### config.mk
export PLATFORM = sky130hd
export DESIGN_NAME = jpeg_fb_writer
export DESIGN_NICKNAME = d
export VERILOG_FILES = /design/src/rtl/jpeg_fb_writer.sv
export SDC_FILE = /design/constraint.sdc
export NUM_CORES = 1
export LEC_CHECK = 0
export BUFFER_PORTS_ARGS = -buffer_cell sky130_fd_sc_hd__buf_2
export CORE_MARGIN = 3
export CORE_UTILIZATION = 30
export DETAILED_ROUTE_END_ITERATION = 12
export HOLD_SLACK_MARGIN = 0.15
export PLACE_DENSITY = 0.54
export SLEW_MARGIN = 20
export SYNTH_ARGS = -nofsm -noshare
export SYNTH_HDL_FRONTEND = slang
export SYNTH_SLANG_ARGS = --single-unit
### constraint.sdc
create_clock -name clk_i -period 9.6 [get_ports clk_i]
set_input_delay 1.92 -clock clk_i [delete_from_list [all_inputs] [get_ports clk_i]]
set_output_delay 1.92 -clock clk_i [all_outputs]
set_load 0.05 [all_outputs]
### src/rtl/jpeg_fb_writer.sv
// Pixel-to-framebuffer writer: places decoded JPEG pixels into DDRAM words,
// coalescing pixels that land in the same 64-bit word into a single masked write.
//
// state    | meaning
// EMPTY    | no buffered word; accepting pixels
// FILL     | word buffered; hits merge, a miss is parked in the pending slot
// WRITE    | buffered word presented to DDRAM until accepted
module jpeg_fb_writer #(
    parameter int ADDR_W        = 29,
    parameter int COORD_W       = 16,
    parameter int BPP           = 32,
    parameter int FLUSH_TIMEOUT = 255
) (
    input  logic              clk_i,
    input  logic              rst_i,
    input  logic [ADDR_W-1:0] base_i,
    input  logic [13:0]       stride_i,
    input  logic              pix_valid_i,
    output logic              pix_accept_o,
    input  logic [COORD_W-1:0] pix_x_i,
    input  logic [COORD_W-1:0] pix_y_i,
    input  logic [7:0]        pix_r_i,
    input  logic [7:0]        pix_g_i,
    input  logic [7:0]        pix_b_i,
    input  logic              flush_i,
    input  logic              ddr_busy_i,
    output logic              ddr_we_o,
    output logic [ADDR_W-1:0] ddr_addr_o,
    output logic [63:0]       ddr_din_o,
    output logic [7:0]        ddr_be_o,
    output logic [7:0]        ddr_burstcnt_o,
    output logic              idle_o,
    output logic [31:0]       wr_count_o
);

    // one spare bit so y*stride + x*bytes can never wrap
    localparam int OFF_W = COORD_W + 15;
    localparam int TMR_W = (FLUSH_TIMEOUT > 0) ? $clog2(FLUSH_TIMEOUT + 1) : 1;

    typedef enum logic [1:0] {ST_EMPTY, ST_FILL, ST_WRITE} state_t;

    state_t            state;
    logic [ADDR_W-1:0] buf_addr;
    logic [63:0]       buf_data;
    logic [7:0]        buf_mask;
    logic              pend_valid;
    logic [ADDR_W-1:0] pend_addr;
    logic [63:0]       pend_data;
    logic [7:0]        pend_mask;
    logic [TMR_W-1:0]  tmr;

    logic [OFF_W-1:0]  pix_off;
    logic [ADDR_W-1:0] pix_word;
    logic [63:0]       pix_data;
    logic [63:0]       pix_bmask;
    logic [7:0]        pix_mask;
    logic [31:0]       rgba;
    logic [15:0]       rgb565;
    logic              pix_take;
    logic              pix_hit;
    logic              tmr_expire;

    always_comb begin
        pix_off  = OFF_W'(pix_y_i) * OFF_W'(stride_i)
                 + (OFF_W'(pix_x_i) << ((BPP == 32) ? 2 : 1));
        pix_word = base_i + ADDR_W'(pix_off >> 3);
        rgba     = {8'hFF, pix_b_i, pix_g_i, pix_r_i};
        rgb565   = {pix_r_i[7:3], pix_g_i[7:2], pix_b_i[7:3]};
        if (BPP == 32) begin
            pix_data = pix_off[2] ? {rgba, 32'h0} : {32'h0, rgba};
            pix_mask = pix_off[2] ? 8'hF0 : 8'h0F;
        end else begin
            pix_data = 64'(rgb565) << {pix_off[2:1], 4'b0000};
            pix_mask = 8'h03 << {pix_off[2:1], 1'b0};
        end
        pix_bmask = '0;
        for (int i = 0; i < 8; i++) begin
            pix_bmask[i*8 +: 8] = {8{pix_mask[i]}};
        end
    end

    assign pix_accept_o   = !rst_i && (state != ST_WRITE);
    assign idle_o         = !rst_i && (state == ST_EMPTY);
    assign pix_take       = pix_valid_i && pix_accept_o;
    assign pix_hit        = (state == ST_FILL) && (pix_word == buf_addr);
    assign tmr_expire     = (FLUSH_TIMEOUT != 0) && (tmr == TMR_W'(1));
    assign ddr_we_o       = (state == ST_WRITE);
    assign ddr_addr_o     = buf_addr;
    assign ddr_din_o      = buf_data;
    assign ddr_be_o       = buf_mask;
    assign ddr_burstcnt_o = 8'd1;

    always_ff @(posedge clk_i or posedge rst_i) begin
        if (rst_i) begin
            state      <= ST_EMPTY;
            buf_addr   <= '0;
            buf_data   <= '0;
            buf_mask   <= '0;
            pend_valid <= 1'b0;
            pend_addr  <= '0;
            pend_data  <= '0;
            pend_mask  <= '0;
            tmr        <= '0;
            wr_count_o <= '0;
        end else begin
            case (state)
                ST_EMPTY: begin
                    if (pix_take) begin
                        buf_addr <= pix_word;
                        buf_data <= pix_data;
                        buf_mask <= pix_mask;
                        tmr      <= TMR_W'(FLUSH_TIMEOUT);
                        state    <= ST_FILL;
                    end
                end
                ST_FILL: begin
                    if (pix_take) begin
                        tmr <= TMR_W'(FLUSH_TIMEOUT);
                        if (pix_hit) begin
                            buf_data <= (buf_data & ~pix_bmask) | pix_data;
                            buf_mask <= buf_mask | pix_mask;
                            if (flush_i) state <= ST_WRITE;
                        end else begin
                            // a flush alongside a miss only drains the old word
                            pend_valid <= 1'b1;
                            pend_addr  <= pix_word;
                            pend_data  <= pix_data;
                            pend_mask  <= pix_mask;
                            state      <= ST_WRITE;
                        end
                    end else if (flush_i || tmr_expire) begin
                        state <= ST_WRITE;
                    end else if (tmr != '0) begin
                        tmr <= tmr - 1'b1;
                    end
                end
                ST_WRITE: begin
                    if (!ddr_busy_i) begin
                        wr_count_o <= wr_count_o + 32'd1;
                        if (pend_valid) begin
                            buf_addr   <= pend_addr;
                            buf_data   <= pend_data;
                            buf_mask   <= pend_mask;
                            pend_valid <= 1'b0;
                            tmr        <= TMR_W'(FLUSH_TIMEOUT);
                            state      <= ST_FILL;
                        end else begin
                            state <= ST_EMPTY;
                        end
                    end
                end
                default: state <= ST_EMPTY;
            endcase
        end
    end

endmodule

==> impl_results.md, run 1 <==
- Largest net degree at the start of global routing: 147
- DP HPWL: 49,500 microns
- WHS Path Cells: 1
- TritonCTS clock tree: built
- WP data arrival: 10,920 ps
- Combinational family with the most area after synthesis: adder cells
- CP delay by family, top: adder cells
- Reg2Reg Depth: 13
- RSZ-0062 raised after global routing: yes
- Clock skew: 21.0 ps
- FMAX: 95.1 MHz
- Syn_area_per_cell: 9.11 sq um
- Final-stage net count: 3,235
- Cells after Synth: 2,303
- Post-synthesis mux area share: 2.43%
- CP max stage delay: 560 ps
- Slowest-stage cell, CP: fa_1
- First-pass GRT wire length: 111,000 microns
- Warning count from the yosys run: 0
- Sequential fraction of the synthesis area: 26.6%
- Boundary pin count: 248
- Initial antenna violation count: 13
- Period utilization: 109%
- Crit path kind: in2reg
- Status: complete, but fails checks
- Cell Area, Synth: 21,000 sq um
- Total GRT Usage: 18.4%
- Crit path launch type: input pin
- Clock root cell: clkbuf_16
- WHS: 468 ps
- Worst Setup End Kind: register
- WP data required: 10,010 ps
- H-tree levels: 1
- Top FF cell, synth: dfrtp_1
- Complex-gate fraction of the synthesized area: 18.1%
- Max-slew violations: 0
- Failing checks: setup timing
- Global route overflow: 0
- Pre-CTS setup slack: -1730 ps
- CP bufs+invs: 13
- Vias in the first global route: 20,117
- CTS Hold Bufs: 0
- Post-route ant nets: 0
- Synth-to-layout area growth: 37.7%
- Initial core utilization: 30.4%
- Drt total wl: 69,600 microns
- Worst Path Max Fanout: 8
- Vias: 19,050
- DRC viols: 0
- Setup-failing EPs final: 154
- Commonest non-fill, non-tap cells in the layout: 307 x buf_4, 236 x inv_1, 230 x nand2_1
- R2r setup slk: 5220 ps
- CTS buffer count: 23
- Via/cell ratio: 5.06
- Rows: 96
- Max Cap Viol: 0
- Share of cells above drive strength 1: 34.6%
- Most frequent CP cell: fa_1
- Max-slew headroom: 20.3%
- Port Buffer Count: 239
- Commonest non-fill, non-tap cell in the layout: buf_4
- Drt first pass iters: 6
- Least-Margin Pin Slew: 1190 ps
- CTS Buffer Depth: 3
- Adder-cell share of the synthesized area: 25.4%
- Fin util: 41.9%
- Total core area: 68,900 sq um
- Number of cells on the critical path: 41
- Die W: 271 microns
- Fin crit period: 10,510 ps
- EDFF count, synth: 0
- Hold Fails Final Rpt: 0
- Die H: 271 microns
- WL per Instance: 18.5 microns
- Synth Area in XOR/XNOR: 4.79%
- Slack of the critical path: -911 ps
- Worst min-delay path category: reg2reg
- RePlAce Congestion: 0.884
- Clk sinks: 223
- Simple-gate share of the synthesized area: 15.1%
- Asr flop ratio synth: 100%
- Synth Register Bits: 223
- Distinct cells, synth: 86
- Clk_lat worst skew: 540 ps
- DRT iter0 DRCs: 1,232
- Die ar.: 73,200 sq um
- Clock slew at reported path FFs: 60 ps
## area by class of cell
class / count / area, sq um
Timing Repair Buffer: 632 / 5100
Multi-Input combinational cell: 1689 / 15300
Sequential cell: 223 / 5580
Clock buffer: 32 / 639
Inverter: 247 / 942
Antenna cell: 5 / 12.5
Tap cell: 931 / 1160
Clock inverter: 9 / 185
Fill cell: 6771 / 40000
## synthesized netlist by cell type (5+ instances only)
master / n / area (sq um)
nor2_1: 71 / 267
nand4_1: 25 / 156
xor2_1: 25 / 219
or4_1: 5 / 37.5
and4_1: 7 / 61.3
o21a_1: 12 / 90.1
o21ai_0: 167 / 836
dfrtp_1: 223 / 5580
and3_1: 19 / 119
nor4_1: 7 / 43.8
a22oi_1: 62 / 465
mux2i_1: 24 / 240
a32oi_1: 12 / 105
a21oi_1: 155 / 776
a211oi_1: 9 / 67.6
nand2_1: 235 / 882
nor2b_1: 13 / 81.3
clkbuf_1: 99 / 372
o21bai_1: 5 / 37.5
nor3b_1: 5 / 37.5
buf_4: 14 / 105
inv_1: 247 / 927
buf_1: 5 / 18.8
o21ai_1: 9 / 45.0
xnor2_1: 69 / 604
a21o_1: 21 / 158
a22o_1: 50 / 438
nand2b_1: 33 / 206
a31oi_1: 12 / 75.1
and2_1: 130 / 813
o2111ai_1: 5 / 43.8
o211ai_1: 8 / 60.1
ha_1: 131 / 1640
or3_1: 7 / 43.8
or2_2: 6 / 37.5
nor3_1: 25 / 125
mux2_2: 23 / 259
buf_2: 29 / 145
fa_1: 184 / 3680
nand3_1: 28 / 140
## path summary, 6_finish.rpt
check                                            from                    endpoint
max in group asynchronous                       rst_i   ddr_din_o[62]$_DFFE_PP0P_
max                                        pix_y_i[8]   pend_addr[22]$_DFFE_PP0P_
min reg2reg                wr_count_o[31]$_DFFE_PP0P_  wr_count_o[31]$_DFFE_PP0P_
min                        wr_count_o[31]$_DFFE_PP0P_  wr_count_o[31]$_DFFE_PP0P_
max reg2reg                      state[0]$_DFFE_PP0P_   ddr_din_o[48]$_DFFE_PP0P_
min in group asynchronous                       rst_i   ddr_din_o[25]$_DFFE_PP0P_
## worst register-to-register path, stage by stage, from the launching register on
cell	delay (ps)
dfrtp_1	410
inv_1	140
ha_4	330
buf_4	850
nor2_1	360
nand2_2	120
buf_4	670
a21oi_4	150
buf_4	400
and2_4	360
buf_6	130
buf_6	130
buf_16	150
a21oi_4	130
## sequential cells by signal, indices dropped and copies added, names as in the netlist, 2 cells and up
name	cells
ddr_addr_o	29
state	2
ddr_be_o	8
ddr_din_o	64
tmr	8
wr_count_o	32
pend_data	50
pend_addr	29
## kinds of logic after synthesis
group                      after synthesis
AOI/OAI and AO/OA                      585
xor gates and xnor gates               103
buffers and inverters                  397
DFF                                    223
and+or+nand+nor                        630
muxes                                   48
other                                    2
adders and majority gates              315
## repair_timing
item,in CTS,in global routing
endpoints found under the setup margin,155,161
buffers inserted,60,26
hold endpoints to repair,0,0
pin swaps,89,91
gates cloned,21,6
gates resized for setup,284,197
## through the flow
stage | setup TNS, ps | cell area, sq um | std cells
after floorplan | -87710 | 21300 | 2309
after global placement | -228360 | 25300 | 3627
after detailed placement | -236480 | 25300 | 3627
after CTS | -146110 | 28100 | 3747
after global routing | -174390 | 28900 | 3767
final | -122900 | 28900 | 3768
## per-layer routing
metal  track usage, %  share of wire (%)  vias to the layer above
li1                 -                  -                     8820
met1             24.1                 43                     9552
met2             30.9                 48                      537
met3             3.88                6.7                      129
met4             5.22                2.9                       12
met5                0              0.099                        -
Power of run 1 is left out: the tool's default activity adds up to more than one toggle a clock period on the data nets, which glitch-free logic cannot reach.
==> inputs of run 2 (changes only) <==
Settings changed: REMOVE_ABC_BUFFERS from default to 1.
==> impl_results.md, run 2 (same netlist as run 1, synthesis figures left out) <==
- Status: complete, but fails checks
- Failing checks: setup timing
- Initial antenna violation count: 9
- Post-route ant nets: 0
- Vias in the first global route: 19,914
- WP data required: 10,020 ps
- DRC viols: 0
- Slack of the critical path: -880 ps
- Rows: 96
- Crit path kind: in2reg
- Hold Startpoint: wr_count_o[31]$_DFFE_PP0P_
- Setup-failing EPs final: 154
- Least-Margin Pin Slew: 996 ps
- Boundary pin count: 248
- Period utilization: 109%
- RePlAce Congestion: 0.879
- Reg-to-Reg End: state[0]$_DFFE_PP0P_
- Worst Setup End Kind: register
- Non-Filler Instances: 3,764
- Total core area: 68,900 sq um
- Clk sinks: 223
- Global route overflow: 0
- H-tree levels: 1
- Total GRT Usage: 18.6%
- R2r setup slk: 5860 ps
- Die H: 271 microns
- Commonest non-fill, non-tap cell in the layout: buf_4
- Drt total wl: 70,200 microns
- Fillers: 6,816
- RSZ-0062 raised after global routing: yes
- Largest register FFs: 64
- Max-slew violations: 0
- Most frequent CP cell: inv_2
- CP max stage delay: 550 ps
- DP HPWL: 50,200 microns
- CTS buffer count: 23
- First-pass GRT wire length: 111,000 microns
- Slowest-stage cell, CP: fa_1
- Port Buffer Count: 239
- Reg-to-reg startpoint: ddr_addr_o[5]$_DFFE_PP0P_
- Pre-CTS setup slack: -1900 ps
- DRT iter0 DRCs: 1,191
- Clock skew: 15.8 ps
- Worst Path Max Fanout: 5
- TritonCTS clock tree: built
- Reg2Reg Depth: 11
- Worst min-delay path category: reg2reg
- WP data arrival: 10,900 ps
- Die W: 271 microns
- Commonest non-fill, non-tap cells in the layout: 315 x buf_4, 232 x nand2_1, 232 x inv_1
- Max-slew headroom: 33.6%
- Initial core utilization: 30.4%
- Die ar.: 73,200 sq um
- Crit path launch type: input pin
- Clock slew at reported path FFs: 60 ps
- CP bufs+invs: 12
- Via/cell ratio: 5.03
- Clk_lat worst skew: 540 ps
- Worst Hold End: wr_count_o[31]$_DFFE_PP0P_
- Max Cap Viol: 0
- Share of cells above drive strength 1: 33.2%
- Synth-to-layout area growth: 35.5%
- Largest net degree at the start of global routing: 149
- Vias: 18,928
- Fin crit period: 10,480 ps
- FMAX: 95.4 MHz
- Drt first pass iters: 6
- Hold Fails Final Rpt: 0
- Clock root cell: clkbuf_16
- WL per Instance: 18.6 microns
- Final-stage net count: 3,232
- Cells after DPL: 3,641
- CTS Buffer Depth: 3
- CP delay by family, top: adder cells
- WHS Path Cells: 1
-- run 2: cell type report --
class                      count  area [sq um]  area share, %
timing repair buffer         629          4910           17.3
multi-input combinational   1689         15100           53.2
clock inverter                 7          75.1          0.264
sequential                   223          5580           19.6
inverter                     247           942           3.31
clock buffer                  31           626           2.20
tap                          931          1160           4.10
antenna                        7          17.5         0.0616
-- run 2: worst max path at each step --
stage / startpoint / endpoint / slack [ps] / depth (start not counted)
after global routing: pix_y_i[7] / ddr_din_o[49]$_DFFE_PP0P_ / -1150 / 44
final: pix_y_i[7] / state[0]$_DFFE_PP0P_ / -880 / 39
after CTS: pix_y_i[9] / state[0]$_DFFE_PP0P_ / -900 / 38
after global placement: stride_i[4] / state[0]$_DFFE_PP0P_ / -1840 / 35
after detailed placement: stride_i[4] / state[0]$_DFFE_PP0P_ / -1900 / 35
after floorplan: stride_i[4] / ddr_be_o[0]$_DFFE_PP0P_ / -8920 / 34
-- run 2: repair_timing --
action                                  in CTS  in global routing
pin swaps                                   87                122
cloned                                      16                  9
buffers inserted                            34                 32
hold buffers                                 0                  0
gates resized for setup                    186                259
endpoints found under the setup margin     155                160
-- run 2: stage by stage --
step                 TNS, ps  utilization (%)  cell area [sq um]  hold WS, ps
finish               -117140             41.3              28400          474
global route         -163960             41.2              28400          499
CTS                  -123910             39.5              27200          478
detailed placement   -258770             36.5              25200          470
global placement     -258340             36.5              25200          461
floorplan           -1287930                -              20300          452
-- run 2: routing by layer --
metal	vias up	GRT usage, %	wire length [microns]
li1	8817	-	-
met1	9469	24.0	29500
met2	540	32.0	34500
met3	94	3.59	4530
met4	8	4.29	1510
met5	-	0	48
Power of run 2 is left out for the same reason.
==> inputs of run 3 (changes only) <==
Settings changed: ABC_AREA from default to 1, CORE_UTILIZATION 30 to 61, PLACE_DENSITY 0.54 to 0.82.
==> impl_results.md, run 3 <==
- Most area-hungry cell type in the Yosys netlist: dfrtp_1
- Drt total wl: 59,200 microns
- Synth Register Bits: 223
- Fillers: 2,834
- Post-route ant nets: 0
- Placed cell areas: 24,100 sq um
- Final-stage net count: 3,712
- Most frequent CP cell: nand2_1
- Worst Path Max Fanout: 13
- Clock slew at reported path FFs: 70 ps
- Clk_lat worst skew: 510 ps
- Least-Margin Pin Slew: 1020 ps
- Distinct cells, synth: 46
- Share of cells above drive strength 1: 15.5%
- Port Buffer Count: 239
- Warning count from the yosys run: 0
- DRC viols: 0
- Via/cell ratio: 5.42
- WP data arrival: 9630 ps
- Die ar.: 37,600 sq um
- Post-synth top cells: 884 x nand2_1, 570 x inv_1, 223 x dfrtp_1
- Pre-CTS setup slack: -342 ps
- Non-Filler Instances: 3,762
- Total core area: 34,700 sq um
- First-pass GRT wire length: 97,100 microns
- Global route overflow: 0
- Vias in the first global route: 20,319
- Die H: 194 microns
- CTS Hold Bufs: 0
- Clock skew: 26.3 ps
- WP data required: 9970 ps
- CTS buffer count: 21
- RePlAce Congestion: 0.940
- Clk sinks: 223
- EDFF count, synth: 0
- Vias: 20,388
- Worst min-delay path category: reg2reg
- CP max stage delay: 610 ps
- Largest net degree at the start of global routing: 142
- Cells after Synth: 2,988
- Period utilization: 96.4%
- H-tree levels: 1
- RSZ-0062 raised after global routing: yes
- Syn_area_per_cell: 7.21 sq um
- Sequential fraction of the synthesis area: 25.9%
- FMAX: 108 MHz
- Commonest non-fill, non-tap cells in the layout: 880 x nand2_1, 569 x inv_1, 239 x buf_2
- Synth-to-layout area growth: 15.9%
- Setup-failing EPs final: 0
- Largest register FFs: 64
- Boundary pin count: 248
- Drt first pass iters: 6
- Hold Fails Final Rpt: 0
- Fin util: 72.0%
- Clock root cell: clkbuf_16
- Initial core utilization: 62.1%
- Max-slew headroom: 31.7%
- Wire length on met1: 22,800 microns
- Top FF cell, synth: dfrtp_1
- Slack of the critical path: 345 ps
- Total GRT Usage: 30.7%
- Max Cap Viol: 0
- Rows: 68
- Cells after DPL: 3,721
- Most frequent cell after synthesis: nand2_1
- Asr flop ratio synth: 100%
- Met3 routed WL: 4890 microns
- Synth top area share: 25.9%
- Highest Signal Layer: met5
- Status: complete, no violations
- Initial antenna violation count: 3
- Synth top area cells: dfrtp_1 26%, fa_1 17%, nand2_1 15%
- Commonest non-fill, non-tap cell in the layout: nand2_1
- Fin crit period: 9250 ps
- TritonCTS clock tree: built
- CTS Buffer Depth: 3
- Wire length on met2: 29,500 microns
- Slowest-stage cell, CP: fa_2
- Crit path kind: in2reg
- Crit path launch type: input pin
- WL per Instance: 15.7 microns
- Cell Area, Synth: 21,600 sq um
- Worst Setup End Kind: register
- Post-Layout Inst Area: 25,000 sq um
- Max-slew violations: 0
- Die W: 194 microns
- DP HPWL: 45,800 microns
- DRT iter0 DRCs: 1,224
-- run 3: cell types whose count changed in the layout (fill, tap and decap cells not counted), sizes merged, moves of 38 or more --
| cell | delta |
|---|---|
| a21oi | -49 |
| a22o | -50 |
| a22oi | -61 |
| a31oi | +38 |
| and2 | -129 |
| buf | -204 |
| inv | +334 |
| nand2 | +655 |
| nand3 | +124 |
| nor2 | +91 |
| o21ai | +44 |
| xnor2 | -53 |
-- run 3: timing repair --
| item | 4_1_cts | 5_1_grt |
|---|---|---|
| resized for setup | 0 | 39 |
| endpoints found under the setup margin | 0 | 154 |
| setup buffers | 0 | 2 |
-- run 3: path summary, 6_finish.rpt --
check / cells after the start / startpoint / slack (ps) / to
setup / recovery: 44 / pix_y_i[7] / 350 / ddr_din_o[1]$_DFFE_PP0P_
hold / removal: 1 / wr_count_o[31]$_DFFE_PP0P_ / 460 / wr_count_o[31]$_DFFE_PP0P_
setup reg to reg: 17 / state[0]$_DFFE_PP0P_ / 5590 / tmr[7]$_DFFE_PP0P_
hold reg to reg: 1 / wr_count_o[31]$_DFFE_PP0P_ / 460 / wr_count_o[31]$_DFFE_PP0P_
max in group asynchronous: 3 / rst_i / 6570 / wr_count_o[17]$_DFFE_PP0P_
min in group asynchronous: 2 / rst_i / 1560 / wr_count_o[31]$_DFFE_PP0P_
-- run 3: area by class of cell --
class	instances	area [sq um]	share of cell area, %
flip-flops and latches	223	5580	22.3
inverters	579	2180	8.73
well taps	455	569	2.28
clock inverters	9	63.8	0.255
multi-input cells	2051	13300	53.3
clock buffers	27	578	2.31
repair buffers	417	2690	10.8
diodes	1	2.50	0.0100
-- run 3: worst max-delay path: cells and delay by family --
| family | cells | cell delay [ps] |
|---|---|---|
| AO/OA/AOI/OAI | 4 | 470 |
| XOR/XNOR | 1 | 180 |
| adder cells (fa/ha/maj) | 8 | 3740 |
| buffers and inverters | 12 | 1440 |
| AND/OR/NAND/NOR | 19 | 1830 |
-- run 3: through the flow --
stage / hold slack, ps / setup TNS, ps
after global placement: 449 / -35550
after detailed placement: 454 / -40970
after global routing: 491 / -1050
final: 463 / 0
after CTS: 467 / 0
after floorplan: 437 / -153750
-- run 3: metal layers --
metal | vias up | track usage [%]
met1 | 9623 | 38.0
met3 | 160 | 5.89
met4 | 6 | 10.6
met5 | - | 0
li1 | 9785 | -
met2 | 814 | 54.0
-- run 3: cells by family (layout without fill, tap and decap cells) --
logic type                 after synthesis  after routing  share of synthesized area, %
and+or+nand+nor                       1243           1243                          23.2
DFF                                    223            223                          25.9
buffers and inverters                  720           1032                          13.2
other                                    2              9                        0.0348
xor gates and xnor gates                55             55                          2.30
adders and majority gates              315            315                          24.7
AOI/OAI and AO/OA                      430            430                          10.8
Power of run 3 is left out for the same reason.
